--- src/rtl/seg_scan.sv ---
// Multiplexed seven-segment scanner that snapshots its inputs once per frame and scans digits left to right.
// Defining SEG_LZ_BLANK_EN turns on leading-zero blanking; without it every zero nibble shows as 0.
module seg_scan #(
   parameter int DIGITS   = 4,
   parameter int SCAN_DIV = 100000
) (
   input  logic                  clk,
   input  logic                  rst,
   input  logic                  en,
   input  logic [4*DIGITS-1:0]   data,
   input  logic                  neg,
   input  logic [DIGITS-1:0]     dp_mask,
   input  logic [DIGITS-1:0]     blank_mask,
   output logic [7:0]            segs,
   output logic [DIGITS-1:0]     AN,
   output logic                  frame_start
);

   localparam int DIV_W = $clog2(SCAN_DIV);
   localparam int POS_W = $clog2(DIGITS);

   logic [DIV_W-1:0]    r_divCnt;
   logic [POS_W-1:0]    r_pos;
   logic [4*DIGITS-1:0] r_fData;
   logic                r_fNeg;
   logic [DIGITS-1:0]   r_fDp;
   logic [DIGITS-1:0]   r_fBlank;
   logic [7:0]          r_segs;
   logic [DIGITS-1:0]   r_an;
   logic                r_frameStart;

   logic                w_tick;
   logic                w_isTop;
   logic [3:0]          w_nib;
   logic                w_dp;
   logic                w_blank;
   logic                w_lzBlank;
   logic [6:0]          w_glyph;
   logic [DIGITS-1:0]   w_an;
   logic [7:0]          w_segNext;

   function automatic logic [6:0] hexGlyph(input logic [3:0] n);
      case (n)
         4'h0: hexGlyph = 7'b0000001;
         4'h1: hexGlyph = 7'b1001111;
         4'h2: hexGlyph = 7'b0010010;
         4'h3: hexGlyph = 7'b0000110;
         4'h4: hexGlyph = 7'b1001100;
         4'h5: hexGlyph = 7'b0100100;
         4'h6: hexGlyph = 7'b0100000;
         4'h7: hexGlyph = 7'b0001111;
         4'h8: hexGlyph = 7'b0000000;
         4'h9: hexGlyph = 7'b0000100;
         4'hA: hexGlyph = 7'b0001000;
         4'hB: hexGlyph = 7'b1100000;
         4'hC: hexGlyph = 7'b0110001;
         4'hD: hexGlyph = 7'b1000010;
         4'hE: hexGlyph = 7'b0110000;
         default: hexGlyph = 7'b0111000;
      endcase
   endfunction

   assign w_tick  = (r_divCnt == DIV_W'(SCAN_DIV - 1));
   assign w_isTop = (r_pos == POS_W'(DIGITS - 1));

   // Everything the display shows comes from the frame snapshot, never the live inputs.
   always_comb begin
      w_nib   = '0;
      w_dp    = 1'b0;
      w_blank = 1'b0;
      w_an    = '1;
      for (int p = 0; p < DIGITS; p++) begin
         if (r_pos == POS_W'(p)) begin
            w_nib    = r_fData[4*p +: 4];
            w_dp     = r_fDp[p];
            w_blank  = r_fBlank[p];
            w_an[p]  = 1'b0;
         end
      end
      w_glyph = (w_isTop && r_fNeg) ? 7'b1111110 : hexGlyph(w_nib);
   end

`ifdef SEG_LZ_BLANK_EN
   logic w_allZero;

   // A minus sign on the top digit counts as "zero" so the digits below it still blank.
   always_comb begin
      w_allZero = 1'b1;
      w_lzBlank = 1'b0;
      for (int p = DIGITS - 1; p >= 1; p--) begin
         w_allZero = w_allZero &&
                     ((r_fData[4*p +: 4] == 4'h0) || ((p == DIGITS - 1) && r_fNeg));
         if ((r_pos == POS_W'(p)) && w_allZero && !r_fDp[p] &&
             !((p == DIGITS - 1) && r_fNeg)) begin
            w_lzBlank = 1'b1;
         end
      end
   end
`else
   assign w_lzBlank = 1'b0;
`endif

   assign w_segNext = (w_blank || w_lzBlank) ? 8'hFF : {w_glyph, ~w_dp};

   // Dwell divider, position pointer, frame snapshot and registered display outputs.
   always_ff @(posedge clk or posedge rst) begin
      if (rst) begin
         r_divCnt     <= '0;
         r_pos        <= POS_W'(DIGITS - 1);
         r_fData      <= '0;
         r_fNeg       <= 1'b0;
         r_fDp        <= '0;
         r_fBlank     <= '0;
         r_frameStart <= 1'b0;
         r_an         <= '1;
         r_segs       <= 8'hFF;
      end else begin
         r_divCnt     <= w_tick ? '0 : r_divCnt + DIV_W'(1);
         r_frameStart <= w_tick && (r_pos == '0);
         if (w_tick) begin
            if (r_pos == '0) begin
               r_pos    <= POS_W'(DIGITS - 1);
               r_fData  <= data;
               r_fNeg   <= neg;
               r_fDp    <= dp_mask;
               r_fBlank <= blank_mask;
            end else begin
               r_pos <= r_pos - POS_W'(1);
            end
         end
         r_an   <= en ? w_an : '1;
         r_segs <= en ? w_segNext : 8'hFF;
      end
   end

   assign segs        = r_segs;
   assign AN          = r_an;
   assign frame_start = r_frameStart;

endmodule

--- config.mk ---
export PLATFORM = sky130hd
export DESIGN_NAME = seg_scan
export DESIGN_NICKNAME = d
export VERILOG_FILES = /design/src/rtl/seg_scan.sv
export SDC_FILE = /design/constraint.sdc
export NUM_CORES = 1
export LEC_CHECK = 0
export CORE_MARGIN = 1
export CORE_UTILIZATION = 45
export DETAILED_ROUTE_END_ITERATION = 8
export GPL_TIMING_DRIVEN = 1
export PLACE_DENSITY = 0.78
export SYNTH_ARGS = -nofsm -noshare
export SYNTH_HDL_FRONTEND = slang
export SYNTH_SLANG_ARGS = --single-unit
--- constraint.sdc ---
create_clock -name clk -period 3.6 [get_ports clk]
set_input_delay 0.72 -clock clk [delete_from_list [all_inputs] [get_ports clk]]
set_output_delay 0.72 -clock clk [all_outputs]
set_load 0.05 [all_outputs]
Word-level counts from Yosys, hierarchy flattened
Memories as Yosys holds them, arrays and structs flattened.
Index checks and enable logic that the tools add are counted.
Word-level totals
  memories kept: 1
  logic and storage cells: 43
  output and inout bits: 13
  bits of input ports: 28
  flip-flop bits (word level): 57
  memory bits (read-only): 112
Memories
  (no name shown): depth 16, width 7, read ports 1, clocked after memory_dff 0, write ports 0, RTL line 43  | case (n)
Cells by class
  multiplexer cells: 22
  bitwise gates (word level): 1
  reduce and logical (&&, ||, !) cells: 4
  add/subtract/negate cells: 2
  eq/ne operators: 4
Operators with widths (number)
  $mux 4: 5
  $add 17x1->17 const B: 1
  $eq 17x17->1 const B: 1
  $mux 17: 1
  $mux 8: 2
  $mux 1: 12
  $mux 7: 1
  $eq 2x2->1 const B: 2
  $eq 2x1->1 const B: 1
  $logic_and 1x1->1: 2
  $logic_not 2->1: 1
  $mux 2: 1
  $reduce_and 2->1: 1
  $sub 2x1->2 const B: 1
  $not 1->1: 1

Logic depth before layout (Yosys ltp)
Gate-level depths: netlist of run 1.
An unclocked memory read counts as a cell.
  depth after elaboration: 9
  mapped depth: 12
  depth with buffers taken out: 11

Least setup slack after synthesis of run 1
Ideal clock, no wire load.
  path kind: reg2reg
  from: register r_pos[0]
  to: register r_segs[7], in the netlist segs[7]
  path buffers: 1
  path slack: 1.049 ns
  library setup time: 0.088 ns
  data arrival time: 2.462 ns
  stages on the path, launching flop included: 13
  required time: 3.512 ns
  clock period less this slack: 2.551 ns
  path through: dfstp_2 inv_1 ha_1 buf_2 nor2b_1 a221oi_1 nor3_1 a21oi_1 inv_1 ha_1 or3_1 o221ai_1 nand2_1
Between the ends
  longest elaborated chain between the ends: 9
  elaborated cells between the ends (all ways): 17
  those cells by class: 3 x eq/ne; 11 x mux; 2 x reduce/logical; 1 x memory
RTL lines
  start, declared: RTL line 23  | logic [POS_W-1:0] r_pos;
  start signal, assigned: RTL line 109  | r_pos <= POS_W'(DIGITS - 1);
  start signal, assigned: RTL line 122  | r_pos <= POS_W'(DIGITS - 1);
  start signal, assigned: RTL line 128  | r_pos <= r_pos - POS_W'(1);
  $logic_not 2->1: RTL line 73  | if (r_pos == POS_W'(p)) begin
  $mux 4 (4 in series): RTL line 73
  $mem_v2 16x7
  $mux 7: RTL line 80  | w_glyph = (w_isTop && r_fNeg) ? 7'b1111110 : hexGlyph(w_nib);
  $mux 8 *: RTL line 103  | assign w_segNext = (w_blank || w_lzBlank) ? 8'hFF : {w_glyph, ~w_dp};
  $mux 8 *: RTL line 132  | r_segs <= en ? w_segNext : 8'hFF;
  end signal, assigned: RTL line 132
  end, declared: RTL line 28  | logic [7:0] r_segs;
Mark *: on every way between the ends. The rest lies on a longest branch, timed or not.
A chain may end at the register's enable or synchronous reset.

Worst setup path in the final report of run 1
Same ends and word-level chain as after synthesis.

==> results of run 1 <==
## state kept, by name, summed over array words and instances (netlist names)
signal and count:
r_divCnt 17, r_fData 16, segs 8, AN 4, r_fBlank 4, r_fDp 4
r_pos 2, frame_start 1, r_fNeg 1
## placed cells by master (no fill, tap or decap), types with 11 or more instances in the layout
| cell type | instances |
|---|---|
| a21oi_1 | 13 |
| o21ai_0 | 11 |
| dfrtp_1 | 43 |
| clkbuf_8 | 11 |
| nand2_1 | 22 |
| clkdlybuf4s50_1 | 40 |
| nand3_1 | 12 |
| dfstp_2 | 14 |
| ha_1 | 12 |
| nor2_1 | 14 |
| mux2_4 | 20 |
## metrics by stage
step / util, % / hold WS, ns / std cells / area, µm² / total power (µW)
2_1_floorplan: - / 0.4387 / 240 / 2806 / 758.8
3_3_place_gp: 55.02 / 0.4538 / 350 / 3277 / 815.4
3_5_place_dp: 55.02 / 0.4789 / 350 / 3277 / 817.0
4_1_cts: 57.88 / 0.4908 / 366 / 3447 / 1341
5_1_grt: 57.88 / 0.5089 / 366 / 3447 / 1382
6_report: 57.88 / 0.4916 / 366 / 3447 / 1326
## kinds of logic (layout without fill, tap and decap cells)
kind of cell	Yosys count	in the layout	share of synthesized area, %
compound gates	40	40	8.917
xor+xnor	13	13	4.057
fa+ha+maj	12	12	5.350
buf+inv	17	68	2.987
flops	57	57	51.45
mux	25	25	12.66
simple gates	76	76	14.58
## area by class of cell
class	count	area share, %
Sequential cell	57	41.89
Multi-Input combinational cell	166	37.10
Timing Repair Buffer	44	12.49
Clock buffer	16	4.936
Tap cell	75	2.722
Inverter	8	0.8711
## per-layer routing
metal | global-route usage (%) | wire length, µm | part of all wire [%] | vias up
met5 | 0 | 0 | 0 | -
met4 | 13.57 | 168 | 3.3 | 0
met3 | 3.933 | 183 | 3.6 | 13
met2 | 25.80 | 2172 | 43 | 50
met1 | 25.13 | 2544 | 50 | 887
li1 | - | - | - | 940
## worst register-to-register path, delay by kind of cell (launching register included)
family / cells / cell delay, ns
buf+inv: 2 / 0.23
compound gates: 3 / 0.64
flops: 1 / 0.57
simple gates: 4 / 0.76
fa+ha+maj: 2 / 0.54
## power groups by stage
| stage | logic (µW) | clock network [µW] | registers, µW |
|---|---|---|---|
| finish | 129 | 520 | 676 |
| global route | 143 | 561 | 678 |
| CTS | 131 | 534 | 676 |
| detailed placement | 130 | 0 | 687 |
| global placement | 129 | 0 | 686 |
| floorplan | 56.1 | 0 | 703 |
## worst max path at each step
stage | from | endpoint | slack, ns | cells past startpoint
after floorplan | r_pos[0] | segs[7] | 1.05 | 12
after global placement | r_pos[0] | segs[7] | 0.91 | 11
after detailed placement | r_pos[0] | segs[7] | 0.82 | 11
after CTS | r_pos[0] | segs[7] | 0.79 | 11
after global routing | r_pos[0] | segs[7] | 0.49 | 11
final | r_pos[0] | segs[7] | 0.79 | 11
==> results.yml, run 1 <==
cells_and_area:
  nNetsFinal: 326
  multi_input_area_mm2: 0.001279
  seq_area_mm2: 0.001444
  areaGrowthSynthToFinish_pct: 22.83
  fillers: 509
  layout-drive-gt1-share_pct: 20.27
  num_antenna_cells: 0
min_path:
  hp-start: "r_divCnt[4]"
  worstHoldPathType: "reg2reg"
  hold_end: "r_divCnt[4]"
  hold_depth: 1
clock_tree:
  cts_made_buffers: 9
  clock_path_buffers: 2
  cts.sink_count: 57
  post_cts_buffers: 0
  tritoncts: "built"
  cts_resized: 0
  cts_htree_levels: 3
  cts_hold_buf: 0
  worst_skew_pair.late_latency_ns: 0.34
  clkSlewWorstSetupHoldPaths_ns: 0.07
  clockRootBuffer: "clkbuf_8"
routing:
  first_pass_iters: 4
  first_iter_violations: 130
  route.detailed.drc: 0
  wirelength_um: 5068
  vias_per_cell: 5.164
  vias: 1890
  ant_nets: 0
  wl_per_cell_um: 13.85
yosys:
  synth_edf_count: 0
  synth_seq_cells: 57
  ys_seq_area_share_pct: 51.45
  async_flop_share_pct: 100.0
  synth.top_cell.area_share_pct: 38.34
  ys_types: 46
  synthCells: 240
  synth_warnings: 0
  synth_ff_type: "dfrtp_1"
  ys_top_cells_by_count: "dfrtp_1 (43), nand2_1 (22), mux2_4 (20)"
  syn_area_per_cell_um2: 11.69
  synth.most_common_cell: "dfrtp_1"
  syn-cell-area_mm2: 0.002806
  synth_area_leaders: "dfrtp_1 (38%), dfstp_2 (13%), mux2_4 (11%), ha_1 (5.3%), nand2_1 (2.9%)"
  synth_top_area_cell: "dfrtp_1"
  synth_nets: 280
timing:
  clock_skew_ns: 0.01041
  period_share_pct: 78.19
  maxSlewViolCount: 0
  relSlewSlack_pct: 51.28
  worstMarginPinSlew_ns: 0.7282
  hold_viol: 0
  rsz0062_at_grt: "no"
  max_freq_mhz: 355.3
  layout_setup_ws_ns: 0.7852
  fin_setup_tns_ns: 0
  finalCriticalPeriod_ns: 2.815
  setup_viol: 0
floorplanning:
  ioPinCount: 41
  die-area_mm2: 0.006556
  dieHeight_um: 80.97
  die_x_um: 80.97
  core_mm2: 0.005956
  start_util_pct: 47.12
  rows: 28
power:
  vdd_drop_max_uv: 228.8
  p_per_area_mw_per_mm2: 384.6
  p_int_uw: 1020
  seqPwrFrac_pct: 51.0
  power.share.switching_pct: 23.09
  switchingPower_uw: 306.1
  power.leakage_uw: 0.001544
  clkPwrFrac_pct: 39.3
  pwr-share-comb_pct: 9.8
critical_path:
  cp.arrival_ns: 3.08
  r2r_slack_ns: 0.79
  cp_slowest_cell: "dfstp_2"
  reg2reg_from: "r_pos[0]"
  crit_buf_inv: 2
  path_max_fanout: 9
  startpoint_type: "flop"
  cp-end-kind: "flop"
  path_cells: "inv_1, ha_1, nor2b_1, a221oi_1, nor3_1, a21oi_1, inv_1, ha_1, or3_1, o221ai_1, nand2_1"
  worst-setup-path-type: "reg2reg"
  cpPeakStageDelay_ns: 0.57
  worst_r2r_path_depth: 11
  cp_data_required_time_ns: 3.86
  r2r_end: "segs[7]"
  crit_family: "simple AND/OR/NAND/NOR gates"
global_route:
  grt_max_degree: 28
  antenna_found_initial: 0
  grt_use_total_pct: 18.47
  grt_pass1_wl_um: 8756
  grt-ovfl-total: 0
  grt_pass1_vias: 1820
outcome:
  status: "complete, no violations"
placed_design:
  dp_slack_ns: 0.8192
  gp_congestion: 0.8065
  port_buffers: 40
  hpwl_um: 3646
job:
  drv_cap: 0
No activity file was read; power rests on OpenSTA's default activity.
==> inputs of run 2 (changes only) <==
==> constraint.sdc (replaced) <==
create_clock -name clk -period 2.7 [get_ports clk]
set_input_delay 0.54 -clock clk [delete_from_list [all_inputs] [get_ports clk]]
set_output_delay 0.54 -clock clk [all_outputs]
set_load 0.05 [all_outputs]
==> results.yml, run 2 (synthesis gave the netlist of run 1 again) <==
clock_tree:
  clockRootBuffer: "clkbuf_8"
  cts_hold_buf: 0
  clkSlewWorstSetupHoldPaths_ns: 0.06
  cts_htree_levels: 3
  worst_skew_pair.late_latency_ns: 0.34
  tritoncts: "built"
  cts_made_buffers: 9
  cts.sink_count: 57
  clock_path_buffers: 2
routing:
  first_pass_iters: 4
  ant_nets: 0
  vias_per_cell: 5.245
  wl_per_cell_um: 14.22
  first_iter_violations: 97
  route.detailed.drc: 0
  vias: 1946
  wirelength_um: 5274
global_route:
  grt_use_total_pct: 18.71
  grt_pass1_wl_um: 8804
  grt_pass1_vias: 1874
  grt-ovfl-total: 0
  grt_max_degree: 32
  antenna_found_initial: 0
cells_and_area:
  seq_area_mm2: 0.001444
  areaGrowthSynthToFinish_pct: 26.17
  final_cell_mix: "dfrtp_1 (43), clkdlybuf4s50_1 (40), nand2_1 (22)"
  largest_register: "r_divCnt"
  num_antenna_cells: 0
  fillers: 506
  multi_input_area_mm2: 0.001285
  nNetsFinal: 331
  largest_reg_flops: 17
  final_common_cell: "dfrtp_1"
  layout-drive-gt1-share_pct: 23.31
  fin_cells: 371
timing:
  layout_setup_ws_ns: 0.1866
  hold_viol: 0
  rsz0062_at_grt: "no"
  relSlewSlack_pct: 61.53
  finalCriticalPeriod_ns: 2.513
  fin_hold_ws_ns: 0.4737
  max_freq_mhz: 397.9
  maxSlewViolCount: 0
  clock_skew_ns: 0.007968
  worstMarginPinSlew_ns: 0.5762
  fin_setup_tns_ns: 0
  setup_viol: 0
  period_share_pct: 93.09
power:
  power.leakage_uw: 0.001597
  p_per_area_mw_per_mm2: 537.9
  vdd_drop_max_uv: 423.5
floorplanning:
  dieHeight_um: 80.97
  rows: 28
  start_util_pct: 47.12
  die-area_mm2: 0.006556
  core_mm2: 0.005956
  die_x_um: 80.97
  ioPinCount: 41
critical_path:
  cp_slowest_cell: "dfstp_2"
  startpoint_type: "flop"
  cp_data_required_time_ns: 2.94
  cp.arrival_ns: 2.76
  path_max_fanout: 9
  cp-end-kind: "flop"
  path_cells: "inv_1, ha_1, buf_4, a221oi_1, nor3_1, a21oi_1, inv_1, ha_1, or3_1, o221ai_1, nand2_1"
  cpPeakStageDelay_ns: 0.56
  worst-setup-path-type: "reg2reg"
job:
  drv_cap: 0
placed_design:
  gp_congestion: 0.8557
  hpwl_um: 3796
  port_buffers: 40
  dp_cells: 355
  dp_slack_ns: 0.2136
outcome:
  status: "complete, no violations"
min_path:
  worstHoldPathType: "reg2reg"
## run 2: layer usage
layer / GRT usage (%) / wire [µm] / up-vias
li1: - / - / 942
met1: 24.73 / 2560 / 936
met2: 26.64 / 2342 / 60
met3: 6.629 / 267 / 8
met4: 10.18 / 103 / 0
met5: 0 / 0 / -
## run 2: metrics by stage
stage                     util [%]  instance area, µm²  total power (µW)
after CTS                    59.35                3535              1925
after floorplan                  -                2806              1012
final                        59.45                3541              1905
after detailed placement     55.86                3327              1094
after global placement       55.86                3327              1090
after global routing         59.45                3541              1982
## run 2: timing repair
action	CTS	global route
gates resized for setup	0	2
endpoints found under the setup margin	0	2
setup buffers	0	0
hold endpoints to repair	0	0
## run 2: area by class of cell
cell class / instances / share of cell area (%)
clock buffer: 14 / 4.876
clock inverter: 2 / 0.9894
inverter: 8 / 0.8481
multi-input combinational: 166 / 36.29
sequential: 57 / 40.78
tap: 75 / 2.650
timing repair buffer: 49 / 13.57
## run 2: power by group
part | switching [µW] | internal (µW)
Clock | 325 | 501
Combinational | 85.6 | 92.1
Sequential | 16.2 | 885
Total | 426 | 1480
## run 2: worst max-delay path, delay by kind of cell (launching register included)
family / cells / cell delay (ns)
buffers and inverters: 3 / 0.35
AND/OR/NAND/NOR: 3 / 0.56
AO/OA/AOI/OAI: 3 / 0.54
flip-flops: 1 / 0.56
adder cells (fa/ha/maj): 2 / 0.41
## run 2: final timing paths
check,slack (ns),endpoint,cells after the start,from
max in group asynchronous,1.48,r_pos[0],3,rst
hold reg to reg,0.47,r_divCnt[4],1,r_divCnt[4]
min in group asynchronous,0.59,r_divCnt[6],2,rst
hold / removal,0.47,r_divCnt[4],1,r_divCnt[4]
setup reg to reg,0.19,segs[7],11,r_pos[1]
setup / recovery,0.19,segs[7],11,r_pos[1]
